$ cat config.mk
export PLATFORM = sky130hd
export DESIGN_NAME = alu_op_scheduler
export DESIGN_NICKNAME = d
export VERILOG_FILES = /design/src/rtl/alu_pkg.sv /design/src/rtl/alu_op_scheduler_rr_arbiter2.sv /design/src/rtl/alu_op_scheduler.sv
export SDC_FILE = /design/constraint.sdc
export NUM_CORES = 1
export LEC_CHECK = 0
export ABC_AREA = 1
export BUFFER_PORTS_ARGS = -buffer_cell sky130_fd_sc_hd__clkbuf_2
export CAP_MARGIN = 20
export CELL_PAD_IN_SITES_DETAIL_PLACEMENT = 2
export CELL_PAD_IN_SITES_GLOBAL_PLACEMENT = 2
export CORE_UTILIZATION = 25
export CTS_CLUSTER_SIZE = 14
export DETAILED_ROUTE_END_ITERATION = 6
export MAX_ROUTING_LAYER = met4
export PLACE_DENSITY_LB_ADDON = 0.1
export SYNTH_ARGS = -nofsm -noshare
export SYNTH_HDL_FRONTEND = slang
export SYNTH_SLANG_ARGS = --single-unit
$ cat constraint.sdc
create_clock -name clk -period 2.19 [get_ports clk]
set_clock_uncertainty 0.15 [all_clocks]
set_input_delay 0.1095 -clock clk [delete_from_list [all_inputs] [get_ports clk]]
set_output_delay 0.1095 -clock clk [all_outputs]
set_load 0.1 [all_outputs]
$ cat src/rtl/alu_pkg.sv
// Shared types and helpers for the two-requester ALU operation scheduler.
package alu_pkg;

    localparam int ALU_OP_COUNT = 6;

    typedef enum logic [2:0] {
        OP_SEL0 = 3'd0,
        OP_SEL1 = 3'd1,
        OP_SEL2 = 3'd2,
        OP_SEL3 = 3'd3,
        OP_SEL4 = 3'd4,
        OP_SEL5 = 3'd5
    } alu_op_t;

    typedef enum logic [1:0] {
        IDLE = 2'd0,
        EXEC = 2'd1,
        HOLD = 2'd2
    } sched_state_t;

    typedef enum logic {
        REQ_A = 1'b0,
        REQ_B = 1'b1
    } req_id_t;

    function automatic logic op_is_legal(input logic [2:0] op);
        return op < 3'(ALU_OP_COUNT);
    endfunction

    // Illegal codes are steered to select 0 so the ALU mux default is never chosen.
    function automatic alu_op_t sel_for(input logic [2:0] op);
        return op_is_legal(op) ? alu_op_t'(op) : OP_SEL0;
    endfunction

endpackage

$ cat src/rtl/alu_op_scheduler_rr_arbiter2.sv
// Two-way round-robin grant logic; purely combinational, the last-grant state lives in the caller.
module rr_arbiter2
    import alu_pkg::*;
(
    input  logic    i_a_valid,
    input  logic    i_b_valid,
    input  req_id_t i_last_grant,
    output logic    o_grant,
    output req_id_t o_grant_id
);

    // NOTE: every output gets a default before any branch so no latch is inferred.
    always_comb begin
        o_grant    = i_a_valid | i_b_valid;
        o_grant_id = REQ_A;
        if (i_a_valid && i_b_valid) begin
            o_grant_id = (i_last_grant == REQ_A) ? REQ_B : REQ_A;
        end else if (i_b_valid) begin
            o_grant_id = REQ_B;
        end
    end

endmodule

$ cat src/rtl/alu_op_scheduler.sv
// Shares one external ALU between requesters A and B: arbitrate, execute for one cycle,
// then hold the tagged result on a valid/ready response channel.
module alu_op_scheduler
    import alu_pkg::*;
#(
    parameter int N = 4
)
(
    input  logic         clk,
    input  logic         rst,
    input  logic         a_valid,
    output logic         a_ready,
    input  logic [2:0]   a_op,
    input  logic [N-1:0] a_x,
    input  logic [N-1:0] a_y,
    input  logic         b_valid,
    output logic         b_ready,
    input  logic [2:0]   b_op,
    input  logic [N-1:0] b_x,
    input  logic [N-1:0] b_y,
    output logic [N-1:0] alu_x,
    output logic [N-1:0] alu_y,
    output logic [2:0]   alu_sel,
    input  logic [N-1:0] alu_result,
    output logic         resp_valid,
    input  logic         resp_ready,
    output logic         resp_id,
    output logic [N-1:0] resp_data,
    output logic         resp_err
);

    sched_state_t r_state;
    sched_state_t w_next_state;
    req_id_t      r_last_grant;
    req_id_t      r_req_id;
    req_id_t      r_resp_id;
    logic         r_illegal;
    alu_op_t      r_alu_sel;
    logic [N-1:0] r_alu_x;
    logic [N-1:0] r_alu_y;
    logic [N-1:0] r_resp_data;
    logic         r_resp_err;

    logic         w_grant;
    req_id_t      w_grant_id;
    logic         w_accept;
    logic [2:0]   w_op;
    logic [N-1:0] w_x;
    logic [N-1:0] w_y;

    rr_arbiter2 u_arb (
        .i_a_valid    (a_valid),
        .i_b_valid    (b_valid),
        .i_last_grant (r_last_grant),
        .o_grant      (w_grant),
        .o_grant_id   (w_grant_id)
    );

    assign w_op = (w_grant_id == REQ_B) ? b_op : a_op;
    assign w_x  = (w_grant_id == REQ_B) ? b_x  : a_x;
    assign w_y  = (w_grant_id == REQ_B) ? b_y  : a_y;

    // Readies are masked while rst is high so they read 0 even when a requester is valid.
    assign w_accept = (r_state == IDLE) && w_grant && !rst;

    always_comb begin
        w_next_state = r_state;
        a_ready      = 1'b0;
        b_ready      = 1'b0;
        resp_valid   = 1'b0;
        case (r_state)
            IDLE: begin
                a_ready = w_accept && (w_grant_id == REQ_A);
                b_ready = w_accept && (w_grant_id == REQ_B);
                if (w_grant) begin
                    w_next_state = EXEC;
                end
            end
            EXEC: begin
                w_next_state = HOLD;
            end
            HOLD: begin
                resp_valid = 1'b1;
                if (resp_ready) begin
                    w_next_state = IDLE;
                end
            end
            default: begin
                w_next_state = IDLE;
            end
        endcase
    end

    // NOTE: sequential state uses non-blocking assignments so every register samples pre-edge values.
    always_ff @(posedge clk or posedge rst) begin
        if (rst) begin
            r_state <= IDLE;
        end else begin
            r_state <= w_next_state;
        end
    end

    // Operand/select registers double as the ALU drive, so they hold between operations.
    always_ff @(posedge clk or posedge rst) begin
        if (rst) begin
            r_last_grant <= REQ_B;
            r_req_id     <= REQ_A;
            r_illegal    <= 1'b0;
            r_alu_sel    <= OP_SEL0;
            r_alu_x      <= '0;
            r_alu_y      <= '0;
            r_resp_id    <= REQ_A;
            r_resp_data  <= '0;
            r_resp_err   <= 1'b0;
        end else begin
            if (w_accept) begin
                r_last_grant <= w_grant_id;
                r_req_id     <= w_grant_id;
                r_illegal    <= !op_is_legal(w_op);
                r_alu_sel    <= sel_for(w_op);
                r_alu_x      <= w_x;
                r_alu_y      <= w_y;
            end
            if (r_state == EXEC) begin
                r_resp_id   <= r_req_id;
                r_resp_data <= r_illegal ? '0 : alu_result;
                r_resp_err  <= r_illegal;
            end
        end
    end

    assign alu_x     = r_alu_x;
    assign alu_y     = r_alu_y;
    assign alu_sel   = r_alu_sel;
    assign resp_id   = r_resp_id;
    assign resp_data = r_resp_data;
    assign resp_err  = r_resp_err;

endmodule

==> results of run 1 <==
timing repair:
action                                 4_1_cts  5_1_grt
endpoints found under the hold margin       32        0
resized for setup                            0        0
hold buffers                                13        0
logic make-up after synthesis:
| kind of cell | share of synthesized area |
|---|---|
| AO/OA/AOI/OAI | 0.0537 |
| buffers and inverters | 0.0852 |
| AND/OR/NAND/NOR | 0.347 |
| flip-flops | 0.515 |
cells in the mapped netlist, drive strengths merged:
cell and number:
o21ai 9, nor2 5, or2 1, o21a 1, buf 3, nand2 77
dfstp 1, a21oi 1, nand3 7, dfrtp 21, inv 18
flip-flops by register name, indices dropped and copies added, names as in the netlist:
register and flops:
alu_x 4, r_state 2, r_req_id 1, alu_y 4, resp_id 1, r_last_grant 1, resp_err 1, r_illegal 1
resp_data 4, alu_sel 3
per-stage QoR:
step | hold WS, ps | util | instance area, sq um | cells
CTS | 0.490 | 0.391 | 1590 | 260
finish | -9.28 | 0.391 | 1590 | 260
global placement | 143 | 0.348 | 1410 | 243
global route | 15.2 | 0.391 | 1590 | 260
floorplan | -19.8 | - | 1080 | 144
detailed placement | 132 | 0.348 | 1410 | 243
layout by cell type, fill, tap and decap left out:
| cell | netlist | routed |
|---|---|---|
| buf_12 | 0 | 2 |
| dlygate4sd3_1 | 0 | 13 |
| buf_4 | 1 | 2 |
| inv_1 | 15 | 15 |
| clkbuf_1 | 0 | 1 |
| dfrtp_1 | 21 | 21 |
| nor2_1 | 4 | 2 |
| nor2_2 | 1 | 3 |
| or2_1 | 1 | 1 |
| a21oi_1 | 1 | 1 |
| o21a_1 | 1 | 1 |
| o21ai_0 | 9 | 9 |
| nand3_4 | 1 | 1 |
| nand3_1 | 6 | 6 |
| dfstp_2 | 1 | 1 |
| nand2_1 | 74 | 74 |
| clkbuf_2 | 0 | 48 |
| inv_2 | 3 | 3 |
| nand2_2 | 3 | 3 |
| clkbuf_8 | 0 | 3 |
tightest hold or removal path: stages:
cell and delay [ps]:
clkbuf_2 80, nand2_1 50, nand2_1 50, nand2_1 40, nand2_1 50
final cells by class:
cell class / instances / area [sq um]
fill: 481 / 2470
sequential: 22 / 552
clock buffer: 4 / 45.0
inverter: 18 / 67.6
timing repair buffer: 65 / 425
multi-input combinational: 101 / 434
tap: 50 / 62.6
metal layers:
layer / part of all wire / GRT usage / up-vias
li1: - / - / 567
met1: 0.39 / 0.163 / 547
met2: 0.56 / 0.317 / 28
met3: 0.035 / 0.0270 / 5
met4: 0.0088 / 0.0479 / 0
met5: 0 / - / -
worst paths after layout:
check / from / to / slack, ps / depth (start not counted)
max: r_last_grant$_DFFE_PP1N_ / alu_x[2]$_DFFE_PP0N_ / 190 / 8
min: b_x[0] / alu_x[0]$_DFFE_PP0N_ / -9 / 5
max reg2reg: r_last_grant$_DFFE_PP1N_ / alu_x[2]$_DFFE_PP0N_ / 190 / 8
min reg2reg: alu_x[1]$_DFFE_PP0N_ / alu_x[1]$_DFFE_PP0N_ / 330 / 2
max in group asynchronous: rst / r_last_grant$_DFFE_PP1N_ / 1240 / 4
min in group asynchronous: rst / resp_data[0]$_DFFE_PP0N_ / 370 / 4
==> impl_results.md, run 1 <==
* Final Hold Fails at 4
* Slew @ Worst Pin at 551 ps
* MaxCap Viol Count at 0
* Antenna cells at 0
* Max-slew violation count at 0
* Syn-to-layout area delta at 48.0%
* CP cell instances: nand2_1, nand2_2, buf_4, nand2_1, nand2_1, dlygate4sd3_1, nand2_1, nand2_1
* Clock slew at reported path FFs at 80 ps
* RSZ-0062 raised after global routing: no
* Die width at 67.5 um
* Setup violators final at 0
* Most frequent CP cell: nand2_1
* Failing checks: negative hold slack
* Total Routing Usage GR at 0.163
* Clk buf depth at 2
* Largest net degree at the start of global routing at 23
* Final nets at 242
* CP max-delay cell: dfstp_2
* Worst rel slew slack at 0.634
* CTS Buf Count at 3
* Worst hold slack at -9.28 ps
* Die height at 67.5 um
* Top area cells in the synthesized netlist: dfrtp_1 (49%), nand2_1 (26%), inv_1 (5.3%), o21ai_0 (4.2%), nand3_1 (2.8%)
* Core Area at 4060 sq um
* Initial Utilization at 0.264
* Synthesized net count at 175
* Top cell type's share of synthesized area at 0.490
* Status: complete, but fails checks
* Row count at 23
* Routed WL at 3300 um
* Antenna violations before repair at 0
* Post-CTS Setup Bufs at 0
* Critical Path AT at 2050 ps
* Critical path class: flip-flop to flip-flop
* CTS tree: done
* Die area at 4550 sq um
* Min Tclk post-route at 2000 ps
* Yosys reg bits at 22
* Synth unique cells at 17
* Buf/Inv on CP at 2
* Clk Latency, worst-skew pair at 260 ps
* Crit-path leading delay family: buffers and inverters
* Peak per-stage delay on the critical path at 540 ps
* H-tree depth at 1
* Fin worst setup slack at 195 ps
* Final TNS setup at 0 ps
* DR DRC count at 0
* Dpl hpwl at 2510 um
* Min-delay worst type: primary input to flip-flop
* Starting DRT DRC Count at 11
* WP data required at 2250 ps
* Yosys top cell by area: dfrtp_1
* Cell area after synthesis at 1070 sq um
* I/O pin count at 51
* CP endpoint kind: flip-flop
* CP startpoint kind: flip-flop
* Sequential share of the synthesized area at 0.515
* First-pass GRT wire length at 5340 um
* Dpl ws at 649 ps
* Synth Area per Inst at 7.45 sq um
* Vias in the first global route at 1234
* Antenna Nets Post-Route at 0
* GRT Residual Overflow at 0
* Synth Warn # at 0
* Worst-path fanout max at 13
* Avg WL per Cell at 12.7 um
* Routed vias at 1147
* Root buf cell: clkbuf_8
* Port Buffers at 50
* GP Congestion at 0.825
* Period Utilization, post-route at 0.911
* Fmax at 501 MHz
* Drt pass-1 iters at 3
* Via-to-Cell Ratio at 4.41
* Clock sink count at 22
* Fraction of layout cells with a size suffix above 1 at 0.314
* Cell count after synthesis at 144
Power of run 1 is left out: the tool's default activity adds up to more than one toggle a clock period on the data nets, which glitch-free logic cannot reach.
==> run 2, diff against run 1 <==
Settings changed: BUFFER_PORTS_ARGS -buffer_cell sky130_fd_sc_hd__clkbuf_2 to -buffer_cell sky130_fd_sc_hd__buf_2.
==> run 2 against run 1 <==
Against the previous run: first-iteration DRC count increased by 100%; sequential share of layout area decreased by 1.6 points; the flow now finishes without violations; critical path type unchanged; routed wire length increased by 10%.
==> impl_results.md, run 2 (synthesis results as in run 1) <==
* Status: finished clean
* Critical Path AT at 2070 ps (+20 ps)
* Die area at 4550 sq um (unchanged)
* Worst-path fanout max at 13 (unchanged)
* Post-CTS Setup Bufs at 0 (unchanged)
* Antenna violations before repair at 0 (unchanged)
* Via-to-Cell Ratio at 4.43 (+0.42%)
* DR DRC count at 0 (unchanged)
* Peak per-stage delay on the critical path at 540 ps (about the same)
* Routed WL at 3630 um (+10%)
* Antenna Nets Post-Route at 0 (unchanged)
* Dpl hpwl at 2620 um (+4.2%)
* Die width at 67.5 um (unchanged)
* Die height at 67.5 um (unchanged)
* Critical path class: flip-flop to flip-flop
* MaxCap Viol Count at 0 (unchanged)
* Largest net degree at the start of global routing at 23 (unchanged)
* Starting DRT DRC Count at 22 (+11)
* WP data required at 2240 ps (about the same)
* CP startpoint kind: flip-flop
* Resized cells post-CTS at 0 (unchanged)
* Clock sink count at 22 (unchanged)
* Final TNS setup at 0 ps (unchanged)
* Clk Latency, worst-skew pair at 270 ps (about the same)
* Clk buf depth at 2 (unchanged)
* CP endpoint kind: flip-flop
* GRT Residual Overflow at 0 (unchanged)
* Most frequent cells in the layout: nand2_1 (74), buf_2 (48), dfrtp_1 (21)
* Min Tclk post-route at 2010 ps (+18.8 ps)
* RSZ-0062 raised after global routing: no
* Total Routing Usage GR at 0.183 (+0.0193)
* Clock slew at reported path FFs at 80 ps (about the same)
* Drt pass-1 iters at 4 (+1)
* CP cell instances: nand2_1, nand2_2, buf_4, nand2_1, nand2_1, dlygate4sd3_1, nand2_1, nand2_1
* Core Area at 4060 sq um (unchanged)
* Period Utilization, post-route at 0.920 (+0.00858)
* GP Congestion at 0.820 (-0.68%)
* Min-delay worst type: primary input to flip-flop
* Worst rel slew slack at 0.673 (+0.0389)
* Fmax at 497 MHz (-0.93%)
* I/O pin count at 51 (unchanged)
* Antenna cells at 0 (unchanged)
* Setup violators final at 0 (unchanged)
* Most frequent CP cell: nand2_1
* CTS tree: done
* Final Hold Fails at 0 (-4)
* Avg WL per Cell at 13.7 um (+7.9%)
* Routed vias at 1174 (+2.4%)
* Max-slew violation count at 0 (unchanged)
* Commonest non-fill, non-tap cell in the layout: nand2_1
* Syn-to-layout area delta at 55.1%
* Root buf cell: clkbuf_8
* Fraction of layout cells with a size suffix above 1 at 0.312 (-0.00266)
* H-tree depth at 1 (unchanged)
* Row count at 23 (unchanged)
* Vias in the first global route at 1267 (+2.7%)
* Final nets at 247 (+2.1%)
* CTS Buf Count at 3 (unchanged)
* Initial Utilization at 0.264 (unchanged)
* CP max-delay cell: dfstp_2
* Slew @ Worst Pin at 493 ps (-57.3 ps)
* Port Buffers at 50 (unchanged)
* First-pass GRT wire length at 5820 um (+8.9%)
[run 2: cell count changes in the layout (fill, tap and decap cells not counted), sizes merged]
| cell | before | now |
|---|---|---|
| bufinv | 0 | 1 |
| clkbuf | 52 | 3 |
| buf | 4 | 52 |
| dlygate4sd3 | 13 | 18 |
[run 2: final cells by class]
cell class | count | area [sq um]
fill | 480 | 2390
sequential | 22 | 552
timing repair buffer | 70 | 475
multi-input combinational | 101 | 434
inverter | 18 | 67.6
tap | 50 | 62.6
clock buffer | 3 | 41.3
clock inverter | 1 | 30.0
[run 2: critical path: cells and delay by family, from the launching register on]
family | cells | cell delay, ps
buf+inv | 2 | 760
flops | 1 | 540
simple gates | 6 | 500
[run 2: metal layers]
metal / vias to the layer above / part of all wire / GRT usage
met4: 0 / 0.0069 / 0.0452
met3: 2 / 0.039 / 0.0456
met1: 565 / 0.38 / 0.178
li1: 577 / - / -
met5: - / 0 / -
met2: 30 / 0.58 / 0.353
[run 2: worst paths after layout]
kind                       slack [ps]  depth (start not counted)                       end                      from
min in group asynchronous         400                          4     r_illegal$_DFFE_PP0N_                       rst
setup / recovery                  180                          8      alu_x[3]$_DFFE_PP0N_  r_last_grant$_DFFE_PP1N_
max in group asynchronous        1200                          4  r_last_grant$_DFFE_PP1N_                       rst
hold / removal                      9                          5      alu_y[2]$_DFFE_PP0N_                    a_y[2]
setup reg to reg                  180                          8      alu_x[3]$_DFFE_PP0N_  r_last_grant$_DFFE_PP1N_
hold reg to reg                   330                          2    alu_sel[0]$_DFFE_PP0N_    alu_sel[0]$_DFFE_PP0N_
[run 2: what timing repair did]
| action | 4_1_cts | 5_1_grt |
|---|---|---|
| endpoints found under the setup margin | 0 | 0 |
| hold buffers | 18 | 0 |
| hold endpoints to repair | 33 | 0 |
[run 2: through the flow]
step,setup slack (ps),utilization,hold WS (ps),area [sq um],std cells
floorplan,18.5,-,-19.8,1080,144
global placement,675,0.348,158,1410,243
detailed placement,643,0.348,157,1410,243
CTS,167,0.410,3.88,1660,265
global route,33.0,0.410,27.9,1660,265
finish,176,0.410,9.15,1660,265
Power of run 2 is left out for the same reason.
==> run 3, diff against run 2 <==
Settings changed: CELL_PAD_IN_SITES_DETAIL_PLACEMENT 2 to 0, CELL_PAD_IN_SITES_GLOBAL_PLACEMENT 2 to 1, CORE_UTILIZATION 25 to 28.
Clock period 2.19 ns to 1.61 ns, I/O delays scaled along.
==> run 3 against run 2 <==
Against the previous run: the flow now finishes with violations (negative hold slack); core utilization increased by 7.4 points; final cell count is 2.6% higher; sequential share of layout area fell by 2.0 points; critical path depth shrank 3; register-to-register slack got worse by 80 ps; flip-flop and latch count is the same.
==> impl_results.md, run 3 (synthesis results as in run 1) <==
* Starting DRT DRC Count at 37 (+68%)
* Core Area at 3660 sq um (-9.8%)
* Routed WL at 2940 um (-19%)
* Drt pass-1 iters at 4 (unchanged)
* Post-route cell area at 1770 sq um (+6.5%)
* GP Congestion at 0.791 (-3.5%)
* H-tree depth at 1 (unchanged)
* I/O pin count at 51 (unchanged)
* Clk buf depth at 2 (unchanged)
* WP data required at 1380 ps (-860 ps)
* Die area at 4080 sq um (-10%)
* Area post-placement at 1440 sq um (+2.0%)
* Total Routing Usage GR at 0.166 (-0.0165)
* GRT Residual Overflow at 0 (unchanged)
* Worst rel slew slack at 0.672 (-0.000880)
* Antenna violations before repair at 0 (unchanged)
* MaxCap Viol Count at 0 (unchanged)
* Setup violators final at 0 (unchanged)
* Failing checks: negative hold slack
* Final nets at 256 (+3.6%)
* Final Hold Fails at 1 (+1)
* Clock slew at reported path FFs at 80 ps (about the same)
* Commonest non-fill, non-tap cell in the layout: nand2_1
* First-pass GRT wire length at 5110 um (-12%)
* DR DRC count at 0 (unchanged)
* Max-slew violation count at 0 (unchanged)
* CTS tree: done
* Root buf cell: clkbuf_8
* CP startpoint kind: flip-flop
* Min Tclk post-route at 1580 ps
* Port Buffers at 50 (unchanged)
* Vias in the first global route at 1214 (-4.2%)
* Min-delay worst type: primary input to flip-flop
* Syn-to-layout area delta at 65.2%
* RSZ-0062 raised after global routing: yes
* Avg WL per Cell at 10.8 um (-21%)
* Largest net degree at the start of global routing at 23 (unchanged)
* Die height at 63.9 um (-5.3%)
* Period Utilization, post-route at 0.979
* Antenna cells at 0 (unchanged)
* Dpl hpwl at 1980 um (-24%)
* Worst-path fanout max at 9 (-4)
* CP endpoint kind: output port
* Critical Path AT at 1350 ps (-720 ps)
* Critical path class: flip-flop to output port
* Slew @ Worst Pin at 495 ps (+1.33 ps)
* Most frequent cells in the layout: nand2_1 (72), buf_2 (47), dlygate4sd3_1 (23)
* Row count at 22 (-4.3%)
* Initial Utilization at 0.293 (+0.0286)
* FILL cells at 364 (-24%)
* Die width at 63.9 um (-5.3%)
* CTS Buf Count at 3 (unchanged)
* Routed vias at 1120 (-4.6%)
* Crit path launch: r_last_grant$_DFFE_PP1N_
* Worst hold start: b_op[2]
* Fmax at 634 MHz
* Worst hold slack at -3.11 ps (-12.3 ps)
* Via-to-Cell Ratio at 4.12 (-7.1%)
* Clock sink count at 22 (unchanged)
* Fraction of layout cells with a size suffix above 1 at 0.335 (+0.0232)
* Status: complete, but fails checks
* Clk Latency, worst-skew pair at 260 ps (about the same)
* Antenna Nets Post-Route at 0 (unchanged)
* RR Startpoint: r_last_grant$_DFFE_PP1N_
## run 3: changes by cell type in the layout (fill, tap and decap cells not counted), moves of 2 or more
cell,delta
dlygate4sd3_1,+5
nand2_4,+2
nand2_1,-2
buf_4,+3
nor2_4,+3
nor2_2,-2
## run 3: worst max-delay path, stage by stage, from the launching register on
cell,delay (ps)
dfstp_2,560
nand2_4,70
nand2_4,90
inv_6,60
nor2_4,120
buf_12,180
## run 3: through the flow
| step | hold WS, ps | instances | setup WS, ps | utilization | setup TNS, ps |
|---|---|---|---|---|---|
| after floorplan | -189 | 144 | -74.0 | - | -74.0 |
| after global placement | 80.3 | 242 | 123 | 0.393 | 0 |
| after detailed placement | 77.2 | 242 | 113 | 0.393 | 0 |
| after CTS | 5.46 | 272 | 5.31 | 0.483 | 0 |
| after global routing | 32.0 | 272 | -22.3 | 0.484 | -41.8 |
| final | -3.11 | 272 | 33.7 | 0.484 | 0 |
## run 3: layout make-up
class | instances | area, sq um | share of cell area
Clock buffer | 4 | 55.1 | 0.0311
Timing Repair Buffer | 79 | 562 | 0.317
Inverter | 18 | 76.3 | 0.0431
Tap cell | 48 | 60.1 | 0.0339
Sequential cell | 22 | 552 | 0.311
Multi-Input combinational cell | 101 | 467 | 0.263
## run 3: path summary, 6_finish.rpt
path | cells past startpoint | endpoint | slack [ps]
worst max-delay path | 5 | a_ready | 30
worst min-delay path | 4 | alu_sel[1]$_DFFE_PP0N_ | -3
worst max register to register | 9 | alu_sel[0]$_DFFE_PP0N_ | 100
worst min register to register | 2 | alu_x[0]$_DFFE_PP0N_ | 330
max in group asynchronous | 4 | r_last_grant$_DFFE_PP1N_ | 690
min in group asynchronous | 4 | resp_data[1]$_DFFE_PP0N_ | 350
## run 3: metal layers
metal,vias up,routed length (um),GRT usage
met5,-,0,-
met4,0,50,0.0795
met3,4,113,0.0196
met2,37,1460,0.290
met1,488,1320,0.188
li1,591,-,-
## run 3: timing repair
| action | CTS | global route |
|---|---|---|
| pin swaps | 3 | 1 |
| buffers inserted | 3 | 0 |
| hold endpoints to repair | 35 | 0 |
| hold buffers | 23 | 0 |
| endpoints found under the setup margin | 2 | 4 |
| gates resized for setup | 5 | 2 |
| cloned | 0 | 0 |
Power of run 3 is left out for the same reason.
